`config.mk`:
```
export PLATFORM = sky130hd
export DESIGN_NAME = bullet_motion_flat
export DESIGN_NICKNAME = d
export VERILOG_FILES = /design/src/rtl/bullet_motion_if.sv /design/src/rtl/bullet_motion.sv /design/src/flat_wrapper.sv
export SDC_FILE = /design/constraint.sdc
export NUM_CORES = 1
export LEC_CHECK = 0
export BUFFER_PORTS_ARGS = -buffer_cell sky130_fd_sc_hd__buf_4
export CORE_MARGIN = 5
export CORE_UTILIZATION = 40
export CTS_CLUSTER_DIAMETER = 50
export DETAILED_ROUTE_END_ITERATION = 10
export PLACE_DENSITY = 0.69
export REMOVE_ABC_BUFFERS = 1
export SLEW_MARGIN = 20
export SYNTH_ARGS = -nofsm -noshare
export SYNTH_HDL_FRONTEND = slang
export SYNTH_SLANG_ARGS = --single-unit
```
`constraint.sdc`:
```
create_clock -name Clk -period 4 [get_ports Clk]
set_input_delay 1 -clock Clk [delete_from_list [all_inputs] [get_ports Clk]]
set_output_delay 1 -clock Clk [all_outputs]
set_load 0.01 [all_outputs]
```
`src/rtl/bullet_motion_if.sv`:
```
// bullet_motion_if: launch inputs, wall/hit flags and bullet state
// shared between the tank, the wall-collision stage and a bullet.
interface bullet_motion_if;
  logic       fire;
  logic [9:0] tankX;
  logic [9:0] tankY;
  logic [9:0] velX;
  logic [9:0] velY;
  logic       hit;
  logic       isWallBottom;
  logic       isWallTop;
  logic       isWallRight;
  logic       isWallLeft;
  logic [9:0] bulletX;
  logic [9:0] bulletY;
  logic [9:0] bulletS;
  logic       active;
  logic [2:0] bounces;

  modport master (
    output fire, tankX, tankY, velX, velY, hit,
    output isWallBottom, isWallTop, isWallRight, isWallLeft,
    input  bulletX, bulletY, bulletS, active, bounces
  );

  modport slave (
    input  fire, tankX, tankY, velX, velY, hit,
    input  isWallBottom, isWallTop, isWallRight, isWallLeft,
    output bulletX, bulletY, bulletS, active, bounces
  );
endinterface

```
`src/rtl/bullet_motion.sv`:
```
// bullet_motion: launches one bullet, moves it once per frame, reflects
// it off walls and retires it on lifetime, bounce limit or tank hit.
module bullet_motion #(
  parameter logic [9:0] BULLET_SIZE = 10'd4,
  parameter int         LIFETIME    = 600,
  parameter int         MAX_BOUNCE  = 5
) (
  input  logic           Clk,
  input  logic           Reset,
  input  logic           frame_clk,
  bullet_motion_if.slave bus
);

  localparam logic [0:0] IDLE = 1'b0;
  localparam logic [0:0] FLY  = 1'b1;

  localparam logic [9:0] LIFE = LIFETIME[9:0];
  localparam logic [2:0] MAXB = MAX_BOUNCE[2:0];

  logic [0:0] state;
  logic [2:0] fsync;
  logic       fire_d;
  logic       armed;
  logic [9:0] x;
  logic [9:0] y;
  logic [9:0] vx;
  logic [9:0] vy;
  logic [9:0] life;
  logic [2:0] bnc;

  logic       frame_tick;
  logic       fire_rise;
  logic       refl_x;
  logic       refl_y;
  logic       refl;
  logic [9:0] vx_n;
  logic [9:0] vy_n;

  assign frame_tick = fsync[1] & ~fsync[2];

  // armed blocks a launch from a fire level held across reset release
  assign fire_rise = bus.fire & ~fire_d & armed;

  assign refl_y = (bus.isWallBottom & ~vy[9] & (|vy))
                | (bus.isWallTop & vy[9]);
  assign refl_x = (bus.isWallRight & ~vx[9] & (|vx))
                | (bus.isWallLeft & vx[9]);
  assign refl   = refl_x | refl_y;

  assign vx_n = refl_x ? (10'd0 - vx) : vx;
  assign vy_n = refl_y ? (10'd0 - vy) : vy;

  always_ff @(posedge Clk or negedge Reset) begin
    if (!Reset) begin
      state  <= IDLE;
      fsync  <= 3'b000;
      fire_d <= 1'b0;
      armed  <= 1'b0;
      x      <= 10'd0;
      y      <= 10'd0;
      vx     <= 10'd0;
      vy     <= 10'd0;
      life   <= 10'd0;
      bnc    <= 3'd0;
    end else begin
      fsync  <= {fsync[1:0], frame_clk};
      fire_d <= bus.fire;
      armed  <= 1'b1;
      unique case (state)
        IDLE: begin
          if (fire_rise) begin
            x     <= bus.tankX;
            y     <= bus.tankY;
            vx    <= bus.velX;
            vy    <= bus.velY;
            life  <= LIFE;
            bnc   <= 3'd0;
            state <= FLY;
          end
        end
        FLY: begin
          if (bus.hit) begin
            state <= IDLE;
          end else if (frame_tick) begin
            if (refl && (bnc == MAXB)) begin
              state <= IDLE;
            end else begin
              vx   <= vx_n;
              vy   <= vy_n;
              x    <= x + vx_n;
              y    <= y + vy_n;
              life <= life - 10'd1;
              if (refl)
                bnc <= bnc + 3'd1;
              if (life == 10'd1)
                state <= IDLE;
            end
          end
        end
        default: state <= IDLE;
      endcase
    end
  end

  assign bus.bulletX = x;
  assign bus.bulletY = y;
  assign bus.bulletS = BULLET_SIZE;
  assign bus.active  = (state == FLY);
  assign bus.bounces = bnc;

endmodule
```
`src/flat_wrapper.sv`:
```
// flat-port wrapper written by rule: the top's interface ports become plain ports
module bullet_motion_flat 
#(
  parameter logic [9:0] BULLET_SIZE = 10'd4,
  parameter int         LIFETIME    = 600,
  parameter int         MAX_BOUNCE  = 5
)
  (Clk, Reset, frame_clk, bus_fire, bus_tankX, bus_tankY, bus_velX, bus_velY, bus_hit, bus_isWallBottom, bus_isWallTop, bus_isWallRight, bus_isWallLeft, bus_bulletX, bus_bulletY, bus_bulletS, bus_active, bus_bounces);
  bullet_motion_if bus_i ();
  input  logic Clk;
  input  logic Reset;
  input  logic frame_clk;
  input wire logic [$bits(bus_i.fire)-1:0] bus_fire;
  input wire logic [$bits(bus_i.tankX)-1:0] bus_tankX;
  input wire logic [$bits(bus_i.tankY)-1:0] bus_tankY;
  input wire logic [$bits(bus_i.velX)-1:0] bus_velX;
  input wire logic [$bits(bus_i.velY)-1:0] bus_velY;
  input wire logic [$bits(bus_i.hit)-1:0] bus_hit;
  input wire logic [$bits(bus_i.isWallBottom)-1:0] bus_isWallBottom;
  input wire logic [$bits(bus_i.isWallTop)-1:0] bus_isWallTop;
  input wire logic [$bits(bus_i.isWallRight)-1:0] bus_isWallRight;
  input wire logic [$bits(bus_i.isWallLeft)-1:0] bus_isWallLeft;
  output wire logic [$bits(bus_i.bulletX)-1:0] bus_bulletX;
  output wire logic [$bits(bus_i.bulletY)-1:0] bus_bulletY;
  output wire logic [$bits(bus_i.bulletS)-1:0] bus_bulletS;
  output wire logic [$bits(bus_i.active)-1:0] bus_active;
  output wire logic [$bits(bus_i.bounces)-1:0] bus_bounces;
  assign bus_i.fire = bus_fire;
  assign bus_i.tankX = bus_tankX;
  assign bus_i.tankY = bus_tankY;
  assign bus_i.velX = bus_velX;
  assign bus_i.velY = bus_velY;
  assign bus_i.hit = bus_hit;
  assign bus_i.isWallBottom = bus_isWallBottom;
  assign bus_i.isWallTop = bus_isWallTop;
  assign bus_i.isWallRight = bus_isWallRight;
  assign bus_i.isWallLeft = bus_isWallLeft;
  assign bus_bulletX = bus_i.bulletX;
  assign bus_bulletY = bus_i.bulletY;
  assign bus_bulletS = bus_i.bulletS;
  assign bus_active = bus_i.active;
  assign bus_bounces = bus_i.bounces;
  bullet_motion #(.BULLET_SIZE(BULLET_SIZE), .LIFETIME(LIFETIME), .MAX_BOUNCE(MAX_BOUNCE)) u_core (.Clk(Clk), .Reset(Reset), .frame_clk(frame_clk), .bus(bus_i));
endmodule
```
==> impl_metrics.tcl <==
set metrics [dict create \
    final_common_cell "buf_4" \
    grt.total_usage 0.172 \
    dr_wl_met3_um 410 \
    required_ns 4.26 \
    worstSetupStartpoint "u_core.vx[0]$_DFFE_PN0P_" \
    grt_pass1_vias 3739 \
    status "finished clean" \
    syn_inst 464 \
    die_h_um 111 \
    max_freq_ghz 0.270 \
    ir_drop_uv 357 \
    finalMaxSlewViolations 0 \
    leakage_nw 2.20 \
    hold_slack_ns 0.351 \
    clkTransAtPathRegs_ns 0.07 \
    layout_common_cells "buf_4, dfrtp_1, nand2_1" \
    crit_type "flip-flop to flip-flop" \
    clk_latency_ns 0.35 \
    cap_violations 0 \
    ctsHoldBuffers 0 \
    ctsHtreeMaxLevel 3 \
    synth.avg_cell_area_um2 8.85 \
    m1WireLength_um 4870 \
    final_antenna_net_count 0 \
    vias_per_cell 5.37 \
    place.port_buffers 72 \
    yosysUniqueCellTypes 55 \
    wirelength_um 10500 \
    nets 608 \
    grt_antenna_before_repair 0 \
    syn-cell-area_um2 4110 \
    period_share 0.925 \
    area_delta_synth_final_pct 20.4 \
    dieArea_um2 12400 \
    fin_cells 673 \
    rsz0062_at_grt "false" \
    place.detailed.hpwl_um 7760 \
    slew_headroom 0.474 \
    cp_max_fo 11 \
    ys_seq_area_frac 0.359 \
    period_needed_ns 3.70 \
    gp_congestion 0.805 \
    tightestPinTransition_ns 0.789 \
    first_pass_iters 4 \
    cts_sinks 59 \
    coreArea_um2 10200 \
    die_w_um 111 \
    synth_edf_count 0 \
    dr_total_vias 3611 \
    setup-violations-final 0 \
    wl_per_cell_um 15.6 \
    cp-start-kind "flip-flop" \
    dp_cells 658 \
    ys.flop_type "dfrtp_1" \
    reg2reg_from "u_core.vx[0]$_DFFE_PN0P_" \
    overflow 0 \
    ys_ff_latch 59 \
    postCtsResizedCells 0 \
    met2_length_um 4980 \
    hold_start "u_core.fsync[0]$_DFF_PN0_" \
    drcViolationCount 0 \
    initial_core_util 0.403 \
    cts_made_buffers 9 \
    layout-drive-gt1-share 0.197 \
    post_cts_buffers 0 \
    p_per_area_nw_per_um2 697 \
    ys_warn_count 0 \
    ys_async_sr_fraction 1.00 \
    grt_max_degree 60 \
    cp-end-kind "flip-flop" \
    num_antenna_cells 0 \
    top_layer_used "met4" \
    dr.first_iter.drc_count 160 \
    clock_skew_ns 0.00387 \
    cts_tree "built" \
    clock_path_buffers 2 \
    critPathArrivalTime_ns 3.95 \
    num_io_pins 83 \
    grt_first_pass_wirelength_um 17600 \
    cts-root-buf "clkbuf_8" \
    hold_path_class "flip-flop to flip-flop" \
    hold_viol_final 0 \
    fillerInstances 1008 \
    num_rows 37 \
]
-- logic make-up after synthesis --
group           after synthesis  synth area share
other cells                   2           0.00183
compound gates              136             0.213
fa+ha+maj                    26            0.0829
mux                          23            0.0560
simple gates                142             0.176
buf+inv                      52            0.0591
xor+xnor                     24            0.0512
flops                        59             0.359
-- synth_stat cells, types with 4 or more instances --
cell / n / area [µm²]
mux2i_1: 23 / 230
or3_1: 5 / 31.3
dfrtp_1: 59 / 1480
a211oi_1: 6 / 45.0
o21ai_0: 48 / 240
inv_1: 21 / 78.8
o21ai_1: 10 / 50.1
a31oi_1: 6 / 37.5
o31a_1: 4 / 35.0
and2_1: 5 / 31.3
xor2_1: 6 / 52.6
nand2b_1: 7 / 43.8
nand2_1: 49 / 184
o22ai_1: 9 / 56.3
o21a_1: 10 / 75.1
a21oi_1: 13 / 65.1
nor4_1: 4 / 25.0
nor3_1: 9 / 45.0
buf_4: 10 / 75.1
nand3_1: 9 / 45.0
nor2_1: 28 / 105
ha_1: 24 / 300
xnor2_1: 18 / 158
clkbuf_1: 17 / 63.8
or4_1: 4 / 30.0
nor2b_1: 5 / 31.3
-- sequential cells by signal, summed over array words and instances, names as in the netlist --
name                count
u_core.life            10
u_core.armed            1
u_core.bus.bulletX     10
u_core.fire_d           1
u_core.vy              10
u_core.bus.bounces      3
u_core.bus.active       1
u_core.vx              10
u_core.fsync            3
u_core.bus.bulletY     10
-- cell type report --
cell class	count	area (µm²)	share of cell area
well taps	136	170	0.0344
inverters	22	82.6	0.0167
clock inverters	3	40.0	0.00810
flip-flops and latches	59	1480	0.299
repair buffers	79	593	0.120
multi-input cells	362	2440	0.493
clock buffers	12	145	0.0293
-- worst paths after layout --
kind	endpoint	slack, ns	depth (start not counted)
max in group asynchronous	u_core.bus.active$_DFF_PN0_	2.72	1
setup / recovery	u_core.bus.bulletX[9]$_DFFE_PN0P_	0.30	15
hold / removal	u_core.fsync[1]$_DFF_PN0_	0.35	0
setup reg to reg	u_core.bus.bulletX[9]$_DFFE_PN0P_	0.30	15
hold reg to reg	u_core.fsync[1]$_DFF_PN0_	0.35	0
min in group asynchronous	u_core.bus.bulletX[4]$_DFFE_PN0P_	0.72	1
-- critical path, cell delays in order, from the launching register on --
cell	delay, ns
dfrtp_1	0.43
inv_1	0.11
ha_1	0.20
nor4b_1	0.40
a311oi_1	0.16
buf_4	0.20
nor2_1	0.13
mux2i_1	0.28
inv_1	0.07
ha_1	0.27
a21oi_1	0.21
o211ai_1	0.21
o221ai_1	0.28
nor3_1	0.09
or2_2	0.30
a311oi_1	0.26
-- metal layers --
layer	vias up	track usage
li1	1786	-
met1	1717	0.219
met2	87	0.290
met3	21	0.0283
met4	0	0.0754
met5	-	0
-- power by group --
group | switching, mW | total (mW) | internal (mW)
registers | 0.196 | 0.975 | 0.779
clock network | 0.250 | 0.550 | 0.300
logic | 1.02 | 1.92 | 0.903
total | 1.47 | 3.45 | 1.98
-- metrics by stage --
| step | total power [mW] | setup WS [ns] | setup TNS [ns] | utilization | instance area, µm² |
|---|---|---|---|---|---|
| 3_3_place_gp | 2.82 | 0.352 | 0 | 0.467 | 4760 |
| 3_5_place_dp | 2.89 | 0.307 | 0 | 0.467 | 4760 |
| 4_1_cts | 3.46 | 0.292 | 0 | 0.485 | 4940 |
| 2_1_floorplan | 2.35 | -0.679 | -24.49 | - | 3980 |
| 6_report | 3.45 | 0.301 | 0 | 0.486 | 4950 |
| 5_1_grt | 3.76 | 0.0521 | 0 | 0.486 | 4950 |
Note: power is estimated with default switching activity, not from simulation.
